**config.mk**
```make
export PLATFORM = sky130hd
export DESIGN_NAME = uart_mem_bridge
export DESIGN_NICKNAME = d
export VERILOG_FILES = /design/src/rtl/uart_bridge_pkg.sv /design/src/rtl/uart_bridge_txseq.sv /design/src/rtl/uart_mem_bridge.sv
export SDC_FILE = /design/constraint.sdc
export NUM_CORES = 1
export LEC_CHECK = 0
export BUFFER_PORTS_ARGS = -buffer_cell sky130_fd_sc_hd__buf_4
export CORE_MARGIN = 1
export CORE_UTILIZATION = 60
export DETAILED_ROUTE_END_ITERATION = 12
export MAX_ROUTING_LAYER = met4
export PLACE_DENSITY = 0.81
export SLEW_MARGIN = 20
export SYNTH_ARGS = -nofsm -noshare
export SYNTH_HDL_FRONTEND = slang
export SYNTH_HIERARCHICAL = 1
export SYNTH_SLANG_ARGS = --single-unit
```
**constraint.sdc**
```tcl
create_clock -name clk -period 2.65 [get_ports clk]
set_input_delay 0.1325 -clock clk [delete_from_list [all_inputs] [get_ports clk]]
set_output_delay 0.1325 -clock clk [all_outputs]
set_load 0.02 [all_outputs]
```
**src/rtl/uart_bridge_pkg.sv**
```systemverilog
// Shared types and constants for the UART-to-memory command bridge.
package uart_bridge_pkg;

  typedef enum logic [3:0] {
    S_IDLE,
    S_BOOT,
    S_ADDR,
    S_LEN,
    S_RD_REQ,
    S_RD_WAIT,
    S_TX_BYTE,
    S_TX_WAIT,
    S_TX_CSUM,
    S_RX_DATA,
    S_WR,
    S_RX_CSUM,
    S_TX_STATUS
  } state_t;

  localparam int CMD_REGION = 7;
  localparam int CMD_WRITE  = 6;
  localparam int CMD_BOOT   = 5;

  localparam logic [7:0] ST_OK      = 8'hA5;
  localparam logic [7:0] ST_BAD     = 8'hE1;
  localparam logic [7:0] ST_TIMEOUT = 8'hE2;

endpackage

```
**src/rtl/uart_bridge_txseq.sv**
```systemverilog
// Single-byte transmit sequencer: waits for an idle transmitter, pulses tx_en,
// then tracks busy rise and fall before reporting done.
module uart_bridge_txseq (
  input  logic       clk,
  input  logic       resetn,
  input  logic       start,
  input  logic [7:0] byte_in,
  input  logic       tx_busy,
  output logic       tx_en,
  output logic [7:0] tx_data,
  output logic       done
);

  typedef enum logic [1:0] {T_IDLE, T_PEND, T_RISE, T_FALL} tstate_t;

  tstate_t st;

  always_ff @(posedge clk or negedge resetn) begin
    if (!resetn) begin
      st      <= T_IDLE;
      tx_en   <= 1'b0;
      tx_data <= 8'h00;
      done    <= 1'b0;
    end else begin
      tx_en <= 1'b0;
      done  <= 1'b0;
      case (st)
        T_IDLE: if (start) begin
          tx_data <= byte_in;
          st      <= T_PEND;
        end
        T_PEND: if (!tx_busy) begin
          tx_en <= 1'b1;
          st    <= T_RISE;
        end
        T_RISE: if (tx_busy) st <= T_FALL;
        T_FALL: if (!tx_busy) begin
          done <= 1'b1;
          st   <= T_IDLE;
        end
        default: st <= T_IDLE;
      endcase
    end
  end

endmodule

```
**src/rtl/uart_mem_bridge.sv**
```systemverilog
// UART command engine: decodes CMD/address/length from the host and runs
// checksummed word bursts against BRAM/SPRAM, plus warmboot requests.
module uart_mem_bridge
  import uart_bridge_pkg::*;
#(
  parameter int DATA_BYTES  = 2,
  parameter int ADDR_BYTES  = 2,
  parameter int LEN_BYTES   = 1,
  parameter int SEL_BITS    = 4,
  parameter int RD_LATENCY  = 1,
  parameter int TIMEOUT_CYC = 100000
) (
  input  logic                      clk,
  input  logic                      resetn,
  input  logic                      rx_valid,
  input  logic [7:0]                rx_data,
  input  logic                      tx_busy,
  output logic                      tx_en,
  output logic [7:0]                tx_data,
  output logic [SEL_BITS-1:0]       mem_sel,
  output logic                      mem_region,
  output logic [8*ADDR_BYTES-1:0]   mem_addr,
  output logic                      mem_re,
  output logic                      mem_we,
  output logic [8*DATA_BYTES-1:0]   mem_wdata,
  input  logic [8*DATA_BYTES-1:0]   mem_rdata,
  output logic                      warmboot,
  output logic [1:0]                warmboot_sel,
  output logic                      active,
  output logic                      err_timeout
);

  localparam int DW = 8 * DATA_BYTES;
  localparam int AW = 8 * ADDR_BYTES;
  localparam int LW = 8 * LEN_BYTES;
  localparam int OW = LW + 1;

  state_t                state;
  logic                  cmd_write;
  logic [AW-1:0]         base;
  logic [LW-1:0]         len;
  logic [OW-1:0]         offset;
  logic [7:0]            csum;
  logic [DW-1:0]         word;
  logic [7:0]            byte_cnt;
  logic [1:0]            lat_cnt;
  logic [31:0]           to_cnt;
  logic                  rx_prev;
  logic                  tx_start;
  logic [7:0]            tx_byte;
  logic                  tx_done;
  logic                  rx_stb;
  logic                  timed;
  logic                  timeout;

  // rx_prev resets high so a level already present at reset release is not a new byte
  assign rx_stb  = rx_valid & ~rx_prev;
  assign timed   = (state == S_ADDR) || (state == S_LEN) ||
                   (state == S_RX_DATA) || (state == S_RX_CSUM);
  assign timeout = (TIMEOUT_CYC != 0) && timed && !rx_stb &&
                   (to_cnt == 32'(TIMEOUT_CYC - 1));

  assign mem_addr = base + AW'(offset);
  assign active   = (state != S_IDLE);

  always_ff @(posedge clk or negedge resetn) begin
    if (!resetn) begin
      state        <= S_IDLE;
      cmd_write    <= 1'b0;
      mem_sel      <= '0;
      mem_region   <= 1'b0;
      base         <= '0;
      len          <= '0;
      offset       <= '0;
      csum         <= 8'h00;
      word         <= '0;
      byte_cnt     <= 8'h00;
      lat_cnt      <= 2'd0;
      to_cnt       <= 32'd0;
      rx_prev      <= 1'b1;
      tx_start     <= 1'b0;
      tx_byte      <= 8'h00;
      mem_re       <= 1'b0;
      mem_we       <= 1'b0;
      mem_wdata    <= '0;
      warmboot     <= 1'b0;
      warmboot_sel <= 2'd0;
      err_timeout  <= 1'b0;
    end else begin
      rx_prev     <= rx_valid;
      mem_re      <= 1'b0;
      mem_we      <= 1'b0;
      err_timeout <= 1'b0;
      tx_start    <= 1'b0;
      to_cnt      <= (timed && !rx_stb) ? to_cnt + 32'd1 : 32'd0;

      if (timeout) begin
        err_timeout <= 1'b1;
        tx_byte     <= ST_TIMEOUT;
        tx_start    <= 1'b1;
        state       <= S_TX_STATUS;
      end else begin
        case (state)
          S_IDLE: if (rx_stb) begin
            cmd_write  <= rx_data[CMD_WRITE];
            mem_region <= rx_data[CMD_REGION];
            mem_sel    <= rx_data[SEL_BITS-1:0];
            byte_cnt   <= 8'h00;
            if (rx_data[CMD_BOOT]) begin
              warmboot     <= 1'b1;
              warmboot_sel <= rx_data[1:0];
              state        <= S_BOOT;
            end else begin
              state <= S_ADDR;
            end
          end
          S_BOOT: state <= S_BOOT;
          S_ADDR: if (rx_stb) begin
            base <= (base << 8) | AW'(rx_data);
            if (byte_cnt == 8'(ADDR_BYTES - 1)) begin
              byte_cnt <= 8'h00;
              state    <= S_LEN;
            end else begin
              byte_cnt <= byte_cnt + 8'd1;
            end
          end
          S_LEN: if (rx_stb) begin
            len <= (len << 8) | LW'(rx_data);
            if (byte_cnt == 8'(LEN_BYTES - 1)) begin
              byte_cnt <= 8'h00;
              offset   <= '0;
              csum     <= 8'h00;
              state    <= cmd_write ? S_RX_DATA : S_RD_REQ;
            end else begin
              byte_cnt <= byte_cnt + 8'd1;
            end
          end
          S_RD_REQ: begin
            mem_re  <= 1'b1;
            lat_cnt <= 2'd0;
            state   <= S_RD_WAIT;
          end
          S_RD_WAIT: begin
            if (lat_cnt == 2'(RD_LATENCY)) begin
              word     <= mem_rdata;
              byte_cnt <= 8'h00;
              state    <= S_TX_BYTE;
            end else begin
              lat_cnt <= lat_cnt + 2'd1;
            end
          end
          S_TX_BYTE: begin
            tx_byte  <= word[DW-1 -: 8];
            csum     <= csum ^ word[DW-1 -: 8];
            tx_start <= 1'b1;
            state    <= S_TX_WAIT;
          end
          S_TX_WAIT: if (tx_done) begin
            word <= word << 8;
            if (byte_cnt == 8'(DATA_BYTES - 1)) begin
              byte_cnt <= 8'h00;
              if (offset == OW'(len)) begin
                tx_byte  <= csum;
                tx_start <= 1'b1;
                state    <= S_TX_CSUM;
              end else begin
                offset <= offset + OW'(1);
                state  <= S_RD_REQ;
              end
            end else begin
              byte_cnt <= byte_cnt + 8'd1;
              state    <= S_TX_BYTE;
            end
          end
          S_TX_CSUM, S_TX_STATUS: if (tx_done) state <= S_IDLE;
          S_RX_DATA: if (rx_stb) begin
            word <= (word << 8) | DW'(rx_data);
            csum <= csum ^ rx_data;
            if (byte_cnt == 8'(DATA_BYTES - 1)) begin
              byte_cnt  <= 8'h00;
              mem_we    <= 1'b1;
              mem_wdata <= (word << 8) | DW'(rx_data);
              state     <= S_WR;
            end else begin
              byte_cnt <= byte_cnt + 8'd1;
            end
          end
          S_WR: begin
            if (offset == OW'(len)) begin
              state <= S_RX_CSUM;
            end else begin
              offset <= offset + OW'(1);
              state  <= S_RX_DATA;
            end
          end
          S_RX_CSUM: if (rx_stb) begin
            tx_byte  <= (rx_data == csum) ? ST_OK : ST_BAD;
            tx_start <= 1'b1;
            state    <= S_TX_STATUS;
          end
          default: state <= S_IDLE;
        endcase
      end
    end
  end

  uart_bridge_txseq u_txseq (
    .clk     (clk),
    .resetn  (resetn),
    .start   (tx_start),
    .byte_in (tx_byte),
    .tx_busy (tx_busy),
    .tx_en   (tx_en),
    .tx_data (tx_data),
    .done    (tx_done)
  );

endmodule

```
==> flow_metrics.env <==
export IMPL_status="finished with violations"
export IMPL_violations="negative setup slack"
export IMPL_max_freq_mhz=365
export IMPL_hold_viol=0
export IMPL_vias=6662
export IMPL_leakage_nw=4.54
export IMPL_worst_slew_pin_slew_ps=736
export IMPL_num_antenna_cells=0
export IMPL_r2r_setup_slack_ps=260
export IMPL_synth_area_top_cells="dfrtp_1, mux2_2, xnor2_1"
export IMPL_synth_common_cells="dfrtp_1, nor2_1, nand2_1"
export IMPL_design_core_area_um2=13200
export IMPL_ant_nets=0
export IMPL_grt_pass1_wl_mm=33.8
export IMPL_dr_pass1_iters=5
export IMPL_drv_cap=0
export IMPL_synth_edf_count=0
export IMPL_drt_iter0_markers=615
export IMPL_numCtsBuffers=17
export IMPL_min_path_type="in -> reg"
export IMPL_grt_use_total_pct=31.7
export IMPL_setup_viol=2
export IMPL_routed_wl_mm=20.6
export IMPL_viasPerCell=6.17
export IMPL_clock_sinks=153
export IMPL_port_buffers=80
export IMPL_syn_to_final_growth_pct=21.5
export IMPL_power_density_nw_per_um2=970
export IMPL_start_kind="register"
export IMPL_rr_worst_depth=7
export IMPL_nets=940
export IMPL_endpoint="mem_addr[14]"
export IMPL_ys_types=70
export IMPL_io_pins=81
export IMPL_critPathKind="reg -> out"
export IMPL_dp_hpwl_mm=13.7
export IMPL_place_inst=1032
export IMPL_wl_per_cell_um=19.1
export IMPL_synth_top_cell_by_area="dfrtp_1"
export IMPL_die_w_um=118
export IMPL_cp_end_kind="output port"
export IMPL_vdd_drop_max_mv=0.585
export IMPL_min_period_ps=2740
export IMPL_report_final_slew_viol_count=0
export IMPL_synth_most_common_cell="dfrtp_1"
export IMPL_wl_met1_mm=8.51
export IMPL_antenna_found_initial=0
export IMPL_drive_above_1_share_pct=24.8
export IMPL_start_util_pct=61.5
export IMPL_synthFlopType="dfrtp_1"
export IMPL_insertion_delay_ps=420
export IMPL_rsz0062_at_grt="yes"
export IMPL_netlist_area_um2=8110
export IMPL_crit_path_max_fanout=3
export IMPL_synthCells=782
export IMPL_fin_cells=1080
export IMPL_fin_ws_ps=-90.3
export IMPL_relSlewSlack_pct=50.9
export IMPL_yosys_area_top_type_share_pct=46.9
export IMPL_wl_met2_mm=10.6
export IMPL_worstReg2RegStart="offset[5]"
export IMPL_place_congestion=0.913
export IMPL_startpoint="base[0]"
export IMPL_top_layer="met4"
export IMPL_synth_seq_cells=153
export IMPL_clk_pin_slew_ps=60
export IMPL_grt_pass1_vias=6769
export IMPL_ys_seq_area_share_pct=47.2
export IMPL_ys_warn_count=6
export IMPL_finalCritPeriodShare_pct=103
export IMPL_worstPathArrival_ps=2610
export IMPL_met3_length_mm=1.01
export IMPL_gr_total_overflow=0
export IMPL_crit_required_ps=2520
export IMPL_crit_reg2reg_capture="tx_byte[6]"
export IMPL_die_area_um2=14000
export IMPL_fp_dieH_um=118
export IMPL_syn_avg_cell_area_um2=10.4
export IMPL_grt_max_degree=76
export IMPL_synth_nets=831
export IMPL_root_buffer="clkbuf_16"
export IMPL_cts_tree="built"
export IMPL_drc_errors=0
export IMPL_num_rows=42
export IMPL_tns_ps=-91.8
export IMPL_clock_skew_ps=8.04
export IMPL_htreeDepth=4
export IMPL_synthArstFlopShare_pct=100
export IMPL_clk_path_buf_depth=2
==> area by class of cell <==
type	instances	area [um2]
Clock buffer	17	425
Sequential cell	153	3830
Fill cell	904	3330
Clock inverter	15	169
Tap cell	176	220
Timing Repair Buffer	124	987
Multi-Input combinational cell	572	4140
Inverter	23	86.3
==> sequential cells by signal, indices dropped and copies added, names as in the netlist, 2 cells and up <==
register,count
base,16
byte_cnt,8
csum,8
lat_cnt,2
len,8
mem_sel,4
mem_wdata,16
offset,9
state,4
to_cnt,32
tx_byte,8
u_txseq/st,2
u_txseq/tx_data,8
warmboot_sel,2
word,16
==> how the worst min path moves through the flow <==
stage	start	cells past startpoint	to
after floorplan	resetn	0	base[0]
after CTS	mem_rdata[14]	3	word[14]
final	mem_rdata[14]	3	word[14]
after detailed placement	resetn	1	byte_cnt[3]
after global placement	resetn	1	byte_cnt[6]
after global routing	mem_rdata[14]	3	word[14]
==> repair_timing <==
item | CTS | global route
setup buffers | 4 | 1
pin swaps | 1 | 7
hold endpoints to repair | 82 | 0
setup endpoints to repair | 8 | 10
gates resized for setup | 7 | 12
hold buffers | 11 | 0
==> cells in the final DEF, fill, tap and decap left out, types with 9 or more instances in the layout <==
cell type      synthesis  layout
mux2_1                14      14
o21ai_0               19      18
dlygate4sd3_1          0      11
o31ai_1                9       9
dfrtp_1              152     150
nor3_1                10       9
xnor2_1               38      38
o21ai_1               36      36
inv_1                 21      20
nor2_1                56      56
mux2_2                45      45
nand4_1               15      15
clkbuf_16              0      17
and3_1                 9       9
mux2i_1               17      17
buf_4                  3     110
ha_1                  20      16
a21oi_1               23      20
a22o_1                 9       9
xor2_1                19      19
nor2b_1               23      23
a22oi_1               15      15
o22ai_1                9       9
nand3_1               24      24
nand2_1               54      54
==> where the power goes <==
part | switching, mW | internal [mW] | leakage [nW]
Clock | 1.02 | 1.41 | 0.285
Combinational | 2.10 | 1.66 | 2.21
Sequential | 0.525 | 2.85 | 2.05
==> worst max-delay path: stages (launching register included) <==
cell and delay, ps:
dfrtp_1 400, ha_2 210, inv_2 40, fa_2 340
nor2b_1 120, o21a_1 170, o21ai_2 100, a21oi_2 230
o211ai_1 130, xnor2_1 250, buf_4 190
==> metal layers <==
layer | vias to the layer above | global-route usage [%]
met5 | - | -
met4 | 0 | 12.7
met3 | 49 | 6.56
met2 | 243 | 52.2
met1 | 3326 | 38.1
li1 | 3044 | -
==> logic make-up after synthesis <==
family,share of synthesized area [%]
multiplexers,10.5
XOR/XNOR,6.55
AND/OR/NAND/NOR,16.3
AO/OA/AOI/OAI,13.0
adder cells (fa/ha/maj),3.33
flip-flops,47.2
buffers and inverters,3.12
==> per-stage QoR <==
step | instance area (um2) | util (%) | total power [mW] | hold WS (ps) | worst slack, ps
5_1_grt | 9860 | 74.7 | 10.1 | 8.91 | -180
6_report | 9860 | 74.7 | 9.56 | 6.51 | -90.3
3_5_place_dp | 9020 | 68.4 | 6.99 | 223 | 254
2_1_floorplan | 8110 | - | 5.76 | -163 | 391
3_3_place_gp | 9020 | 68.4 | 6.84 | 211 | 343
4_1_cts | 9780 | 74.2 | 9.49 | 7.03 | 11.8
No activity file was read; power rests on OpenSTA's default activity.
